`src/rtl/counter_job_arbiter.sv`:
```
// Round-robin scheduler that lends one shared up/down counter to two requesters,
// driving its enable/MODE for exactly the requested number of cycles per job.
module counter_job_arbiter #(
    parameter int WIDTH = 4
) (
    input  logic               CLK,
    input  logic               RST,
    input  logic [1:0]         REQ,
    input  logic [1:0]         REQ_MODE,
    input  logic [2*WIDTH-1:0] REQ_STEPS,
    output logic [1:0]         ACK,
    output logic               CNT_EN,
    output logic               CNT_MODE,
    output logic               BUSY,
    output logic               DONE,
    output logic               DONE_ID
);

    typedef enum logic [1:0] {
        S_IDLE,
        S_GRANT,
        S_RUN,
        S_FIN
    } state_t;

    state_t             state_q, state_d;
    logic               ptr_q, ptr_d;
    logic               win_q, win_d;
    logic               mode_q, mode_d;
    logic [WIDTH-1:0]   steps_q, steps_d;
    logic [WIDTH-1:0]   rem_q, rem_d;
    logic               pick;

    // Direction register resets to "up" so the counter MODE pin sees 1 out of reset.
    always_ff @(posedge CLK or posedge RST) begin
        if (RST) begin
            state_q <= S_IDLE;
            ptr_q   <= 1'b0;
            win_q   <= 1'b0;
            mode_q  <= 1'b1;
            steps_q <= '0;
            rem_q   <= '0;
        end else begin
            state_q <= state_d;
            ptr_q   <= ptr_d;
            win_q   <= win_d;
            mode_q  <= mode_d;
            steps_q <= steps_d;
            rem_q   <= rem_d;
        end
    end

    always_comb begin
        state_d = state_q;
        ptr_d   = ptr_q;
        win_d   = win_q;
        mode_d  = mode_q;
        steps_d = steps_q;
        rem_d   = rem_q;
        pick    = (REQ == 2'b11) ? ptr_q : REQ[1];
        case (state_q)
            S_IDLE: begin
                if (|REQ) begin
                    win_d   = pick;
                    mode_d  = REQ_MODE[pick];
                    steps_d = REQ_STEPS[(pick ? WIDTH : 0) +: WIDTH];
                    state_d = S_GRANT;
                end
            end
            S_GRANT: begin
                rem_d   = steps_q;
                state_d = (steps_q != '0) ? S_RUN : S_FIN;
            end
            S_RUN: begin
                rem_d = rem_q - WIDTH'(1);
                if (rem_q == WIDTH'(1)) begin
                    state_d = S_FIN;
                end
            end
            S_FIN: begin
                ptr_d   = ~win_q;
                state_d = S_IDLE;
            end
            default: state_d = S_IDLE;
        endcase
    end

    // All outputs decode from registered state only; REQ never reaches them combinationally.
    assign ACK      = (state_q == S_GRANT) ? (win_q ? 2'b10 : 2'b01) : 2'b00;
    assign CNT_EN   = (state_q == S_RUN);
    assign CNT_MODE = mode_q;
    assign BUSY     = (state_q != S_IDLE);
    assign DONE     = (state_q == S_FIN);
    assign DONE_ID  = (state_q == S_FIN) && win_q;

endmodule

```
`config.mk`:
```
export PLATFORM = sky130hd
export DESIGN_NAME = counter_job_arbiter
export DESIGN_NICKNAME = d
export VERILOG_FILES = /design/src/rtl/counter_job_arbiter.sv
export SDC_FILE = /design/constraint.sdc
export NUM_CORES = 1
export LEC_CHECK = 0
export CORE_MARGIN = 2
export CORE_UTILIZATION = 42
export CTS_BUF_LIST = sky130_fd_sc_hd__clkbuf_16
export CTS_CLUSTER_DIAMETER = 60
export DETAILED_ROUTE_END_ITERATION = 6
export HOLD_SLACK_MARGIN = 0.02
export PLACE_DENSITY = 0.8
export SLEW_MARGIN = 20
export SYNTH_ARGS = -nofsm -noshare
export SYNTH_HDL_FRONTEND = slang
export SYNTH_SLANG_ARGS = --single-unit
```
`constraint.sdc`:
```
create_clock -name CLK -period 1.4 [get_ports CLK]
set_input_delay 0.14 -clock CLK [delete_from_list [all_inputs] [get_ports CLK]]
set_output_delay 0.14 -clock CLK [all_outputs]
set_load 0.05 [all_outputs]
```
Word-level counts from Yosys, hierarchy flattened
Index checks and enable logic that the tools add are counted.
{"block": "word_totals", "elab_cells": 36, "in_bits": 14, "reg_bits": 13}
{"block": "op_classes", "shift": 1, "addsub": 1, "n_eq_ne": 7, "bitwise_logic": 1, "magnitude_cmp": 1, "reduce_logical": 8, "muxes": 11}
{"operator": "two-way mux 2 bit", "n": 4}
{"operator": "one-hot mux 2 bit (4 select lines)", "n": 1}
{"operator": "one-hot mux 4 bit (2 select lines)", "n": 1}
{"operator": "variable part select 8 x 4 -> 4 bit", "n": 1}
{"operator": "== test 2 bit (second input constant)", "n": 3}
{"operator": "== test 4 x 1 -> 1 bit (second input constant)", "n": 1}
{"operator": "two-way mux 1 bit", "n": 4}
{"operator": "AND reduction 2 bit", "n": 2}
{"operator": "nonzero test 2 bit", "n": 2}
{"operator": "nonzero test 4 bit", "n": 1}
{"operator": "subtractor 4 x 1 -> 4 bit (second input constant)", "n": 1}
{"operator": "two-way mux 3 bit", "n": 1}
{"operator": "== test 2 x 1 -> 1 bit (second input constant)", "n": 1}
{"operator": "logical NOT 2 bit", "n": 1}
{"operator": "< comparator 1 x 2 -> 1 bit (second input constant)", "n": 1}
{"operator": "inequality test 2 x 1 -> 1 bit (second input constant)", "n": 1}
{"operator": "inequality test 2 bit (second input constant)", "n": 1}
{"operator": "OR reduction 2 bit", "n": 1}
{"operator": "logical AND 1 bit", "n": 1}
{"operator": "NOT 1 bit", "n": 1}

Longest topological paths before layout
{"block": "depth", "ltp_word": 4, "mapped_depth": 6, "mapped_depth_nobuf": 5}

Worst setup path after synthesis
Ideal clock, no wire load.
{"block": "synth_timing", "path_type": "register -> register", "from": "register state_q[0]", "to": "register state_q[0]", "slack_ns": -0.303, "setup_ns": 0.126, "path_buffers": 0, "stages_incl_launch_ff": 6, "arrival_ns": 1.577, "synth_period_minus_slack_ns": 1.703, "required_ns": 1.274, "cell_sequence": "dfrtp_1 inv_1 ha_1 inv_1 or3_1 o311a_1"}
{"block": "synth_between", "elab_chain_cells": 3, "elab_cells_between_ends": 8}
{"item": "from (decl)", "line": "26", "text": "state_t state_q, state_d;"}
{"item": "from (signal assigned)", "line": "44", "text": "state_q <= state_d;"}
{"item": "== test 2 bit *"}
{"item": "via CNT_EN", "line": "12", "text": "output logic CNT_EN,"}
{"item": "inequality test 2 x 1 -> 1 bit (no source line)"}
{"item": "AND reduction 2 bit (no source line)"}
Mark *: on every way through the listed nets, which the timed path passes. The rest lies on a longest branch.
A chain may end at the register's enable or synchronous reset.

Worst setup path after layout
{"block": "layout_timing", "from": "register rem_q[1]", "to": "register state_q[1]"}
{"block": "layout_between", "elab_chain_cells": 3}
{"item": "from (decl)", "line": "31", "text": "logic [WIDTH-1:0] rem_q, rem_d;"}
{"item": "from (signal assigned)", "line": "49", "text": "rem_q <= rem_d;"}
{"item": "== test 4 x 1 -> 1 bit", "line": "76", "text": "if (rem_q == WIDTH'(1)) begin"}
{"item": "inequality test 2 x 1 -> 1 bit (no source line)"}
{"item": "AND reduction 2 bit (no source line)"}
No other way between the ends.

==> flow_summary_export.csv <==
group,metric,value,unit
run_status,status,"complete, but fails checks",
run_status,violations,"negative setup slack",
place,pre_cts_slack,-0.07667,ns
global_route,grt_pass1_wl,3463,µm
setup_path,reg2reg_from,"rem_q[1]$_DFFE_PP0P_",
yosys,synth_top_area_share,38.03,%
final_layout,nNetsFinal,139,
yosys,async_flop_share,100.0,%
clock_network,cts_hold_buffers,0,
setup_path,critPathMaxStageDelay,0.38,ns
place,hpwlAfterDp,1518,µm
routing,routed_wl,2296,µm
clock_network,cts_tree,"built",
yosys,synth_edf_count,0,
timing,setup_viol,7,
power_and_ir_drop,total_leakage_power,0.5693,nW
setup_path,cp-end-kind,"register",
die,placementRows,15,
yosys,syn_nets,106,
routing,first_pass_iters,2,
routing,vias_per_cell,5.357,
global_route,grt_antenna_before_repair,0,
setup_path,slowest_stage,"dfrtp_1",
setup_path,crit_fanout,3,
timing,fin_crit,1.467,ns
final_layout,final_cell_area,1379,µm²
die,ios,21,
timing,fin_skew,0.001007,ns
timing,rsz0062_at_grt,"true",
die,die-area,2243,µm²
timing,hold_ws,0.2171,ns
clock_network,clk_pin_slew,0.05,ns
yosys,synth_area_leader_cell,"dfrtp_1",
global_route,grt_overflow,0,
routing,detail-route-antenna-nets,0,
timing,hold_viol_final,0,
clock_network,root_buffer,"clkbuf_16",
timing,setup_ws,-0.06697,ns
die,start_util,45.23,%
timing,maxSlewHeadroom,67.36,%
routing,num_vias,766,
setup_path,reg2regPathDepth,5,
timing,drv_slew,0,
die,die_h,47.36,µm
routing,drt_iter0_markers,10,
setup_path,reg2reg_to,"state_q[1]$_DFFE_PP0P_",
die,core_region_area,1745,µm²
setup_path,cp.required,1.52,ns
yosys,post_synth_instance_area,789.5,µm²
timing,tightest_slew,0.4890,ns
yosys,ys_ff_latch,13,
setup_path,worstPathCellList,"inv_2 > ha_4 > nor3b_4 > a2bb2oi_2 > mux2_4",
timing,setup_tns,-0.2651,ns
clock_network,cts_buffers,3,
final_layout,fillers,109,
global_route,grt_max_degree,14,
timing,fin_crit_sh,104.8,%
die,die_x,47.36,µm
place,port_buffers,20,
yosys,synthFlopType,"dfrtp_1",
setup_path,worstSetupStartpointType,"register",
place,post_dp_cell_area,1160,µm²
routing,wire_per_inst,16.06,µm
global_route,grt_usage,23.40,%
power_and_ir_drop,irDropWorstVdd,1655,µV
clock_network,htree_levels,1,
setup_path,worstSetupPathType,"register to register",
setup_path,critPathTopFamily,"flip-flops",
setup_path,crit_arrival,1.59,ns
flow_run,max-cap-violations,0,
clock_network,cts.sinks,13,
final_layout,diodes,0,
yosys,yosysSeqAreaShare,41.36,%
yosys,synth.area.top_cells,"dfrtp_1 38%, ha_1 9.5%, o21ai_0 5.1%",
final_layout,area_growth,74.64,%
yosys,netlist_instances,86,
yosys,postSynthAreaPerCell,9.180,µm²
yosys,synth.distinct_cells,29,
clock_network,clk_latency,0.24,ns
setup_path,r2r_slack,-0.07,ns
timing,max_freq,681.7,MHz
clock_network,clockBufferDepth,2,
final_layout,stdcell_count,143,
yosys,ys_warn_count,0,
routing,drc,0,
setup_path,crit_buf_inv,1,
final_layout,drive_gt1_share,38.14,%
place,gp_congestion,0.7520,
place,dpl.cell_count,135,
worst_hold_path,hp-class,"input pin to async pin",
global_route,grt_pass1_vias,754,
power_and_ir_drop,powerDensity,2716,nW/µm²
## repair_timing
| action | CTS | global route |
|---|---|---|
| pin swaps | 3 | 3 |
| buffers inserted | 4 | 0 |
| resized for setup | 20 | 8 |
| setup endpoints to repair | 13 | 18 |
## cell usage in the layout (no fill, tap or decap), drive strengths merged, types with 2 or more instances in the layout
cell           count
a21oi              2
nand3b             5
o22ai              2
or3                2
clkbuf             3
buf               20
a31oi              6
a2bb2oi            2
o211ai             2
and2               2
nor2b              2
inv                9
o21ai              8
clkdlybuf4s50     13
nor2               6
ha                 6
dfrtp             12
nand2              3
mux2               2
## cells in the mapped netlist, types with 2 or more instances
cell type	number
nor2b_1	2
nand2_1	3
nand3b_1	5
buf_2	2
nor2_1	6
a21oi_1	2
o211ai_1	2
o22ai_1	2
or3_1	2
a31oi_1	6
inv_1	9
a2bb2oi_1	2
and2_1	2
ha_1	6
mux2_2	2
dfrtp_1	12
o21ai_0	8
clkbuf_1	2
## power by group
group	switching, mW	leakage (nW)	internal (mW)	total [mW]
Combinational	1.13	0.382	1.23	2.37
Sequential	0.235	0.146	0.594	0.829
Clock	0.166	0.0409	0.380	0.547
Total	1.54	0.569	2.21	3.74
## per-stage QoR
step | total power, mW | util, %
final | 3.745 | 79.00
after global routing | 3.933 | 79.00
after CTS | 3.631 | 77.56
after detailed placement | 2.699 | 66.45
after global placement | 2.610 | 66.45
after floorplan | 1.925 | -
## routing by layer
metal  up-vias  GRT usage [%]  wire length, µm
met5         -              0                0
met4         0          6.667               57
met3         8          7.692              103
met2        23          42.43             1218
met1       363          25.78              917
li1        372              -                -
## flip-flops by register name, indices dropped and copies added, names as in the netlist
signal,count
rem_q,4
steps_q,4
state_q,2
CNT_MODE,1
ptr_q,1
win_q,1
## cell families after synthesis
logic type,share of synthesized area [%]
mux,2.852
flops,41.36
compound gates,21.08
simple gates,18.07
fa+ha+maj,9.508
buf+inv,7.131
## how the worst max path moves through the flow
| stage | from | endpoint | slack (ns) | cells after the start |
|---|---|---|---|---|
| 2_1_floorplan | state_q[1]$_DFFE_PP0P_ | state_q[0]$_DFFE_PP0P_ | -0.03 | 5 |
| 3_3_place_gp | rem_q[1]$_DFFE_PP0P_ | state_q[1]$_DFFE_PP0P_ | -0.03 | 5 |
| 3_5_place_dp | rem_q[1]$_DFFE_PP0P_ | state_q[1]$_DFFE_PP0P_ | -0.08 | 5 |
| 4_1_cts | state_q[0]$_DFFE_PP0P_ | CNT_EN | -0.04 | 4 |
| 5_1_grt | rem_q[1]$_DFFE_PP0P_ | state_q[1]$_DFFE_PP0P_ | -0.11 | 5 |
| 6_report | rem_q[1]$_DFFE_PP0P_ | state_q[1]$_DFFE_PP0P_ | -0.07 | 5 |
## cell type report
class | count | area (µm²) | area share (%)
timing repair buffer | 33 | 386.6 | 28.04
tap | 25 | 31.28 | 2.269
clock buffer | 3 | 75.07 | 5.445
multi-input combinational | 59 | 514.2 | 37.30
sequential | 13 | 327.8 | 23.77
clock inverter | 1 | 5.005 | 0.3630
inverter | 9 | 38.79 | 2.813
Power figures use the tool's default switching activity.
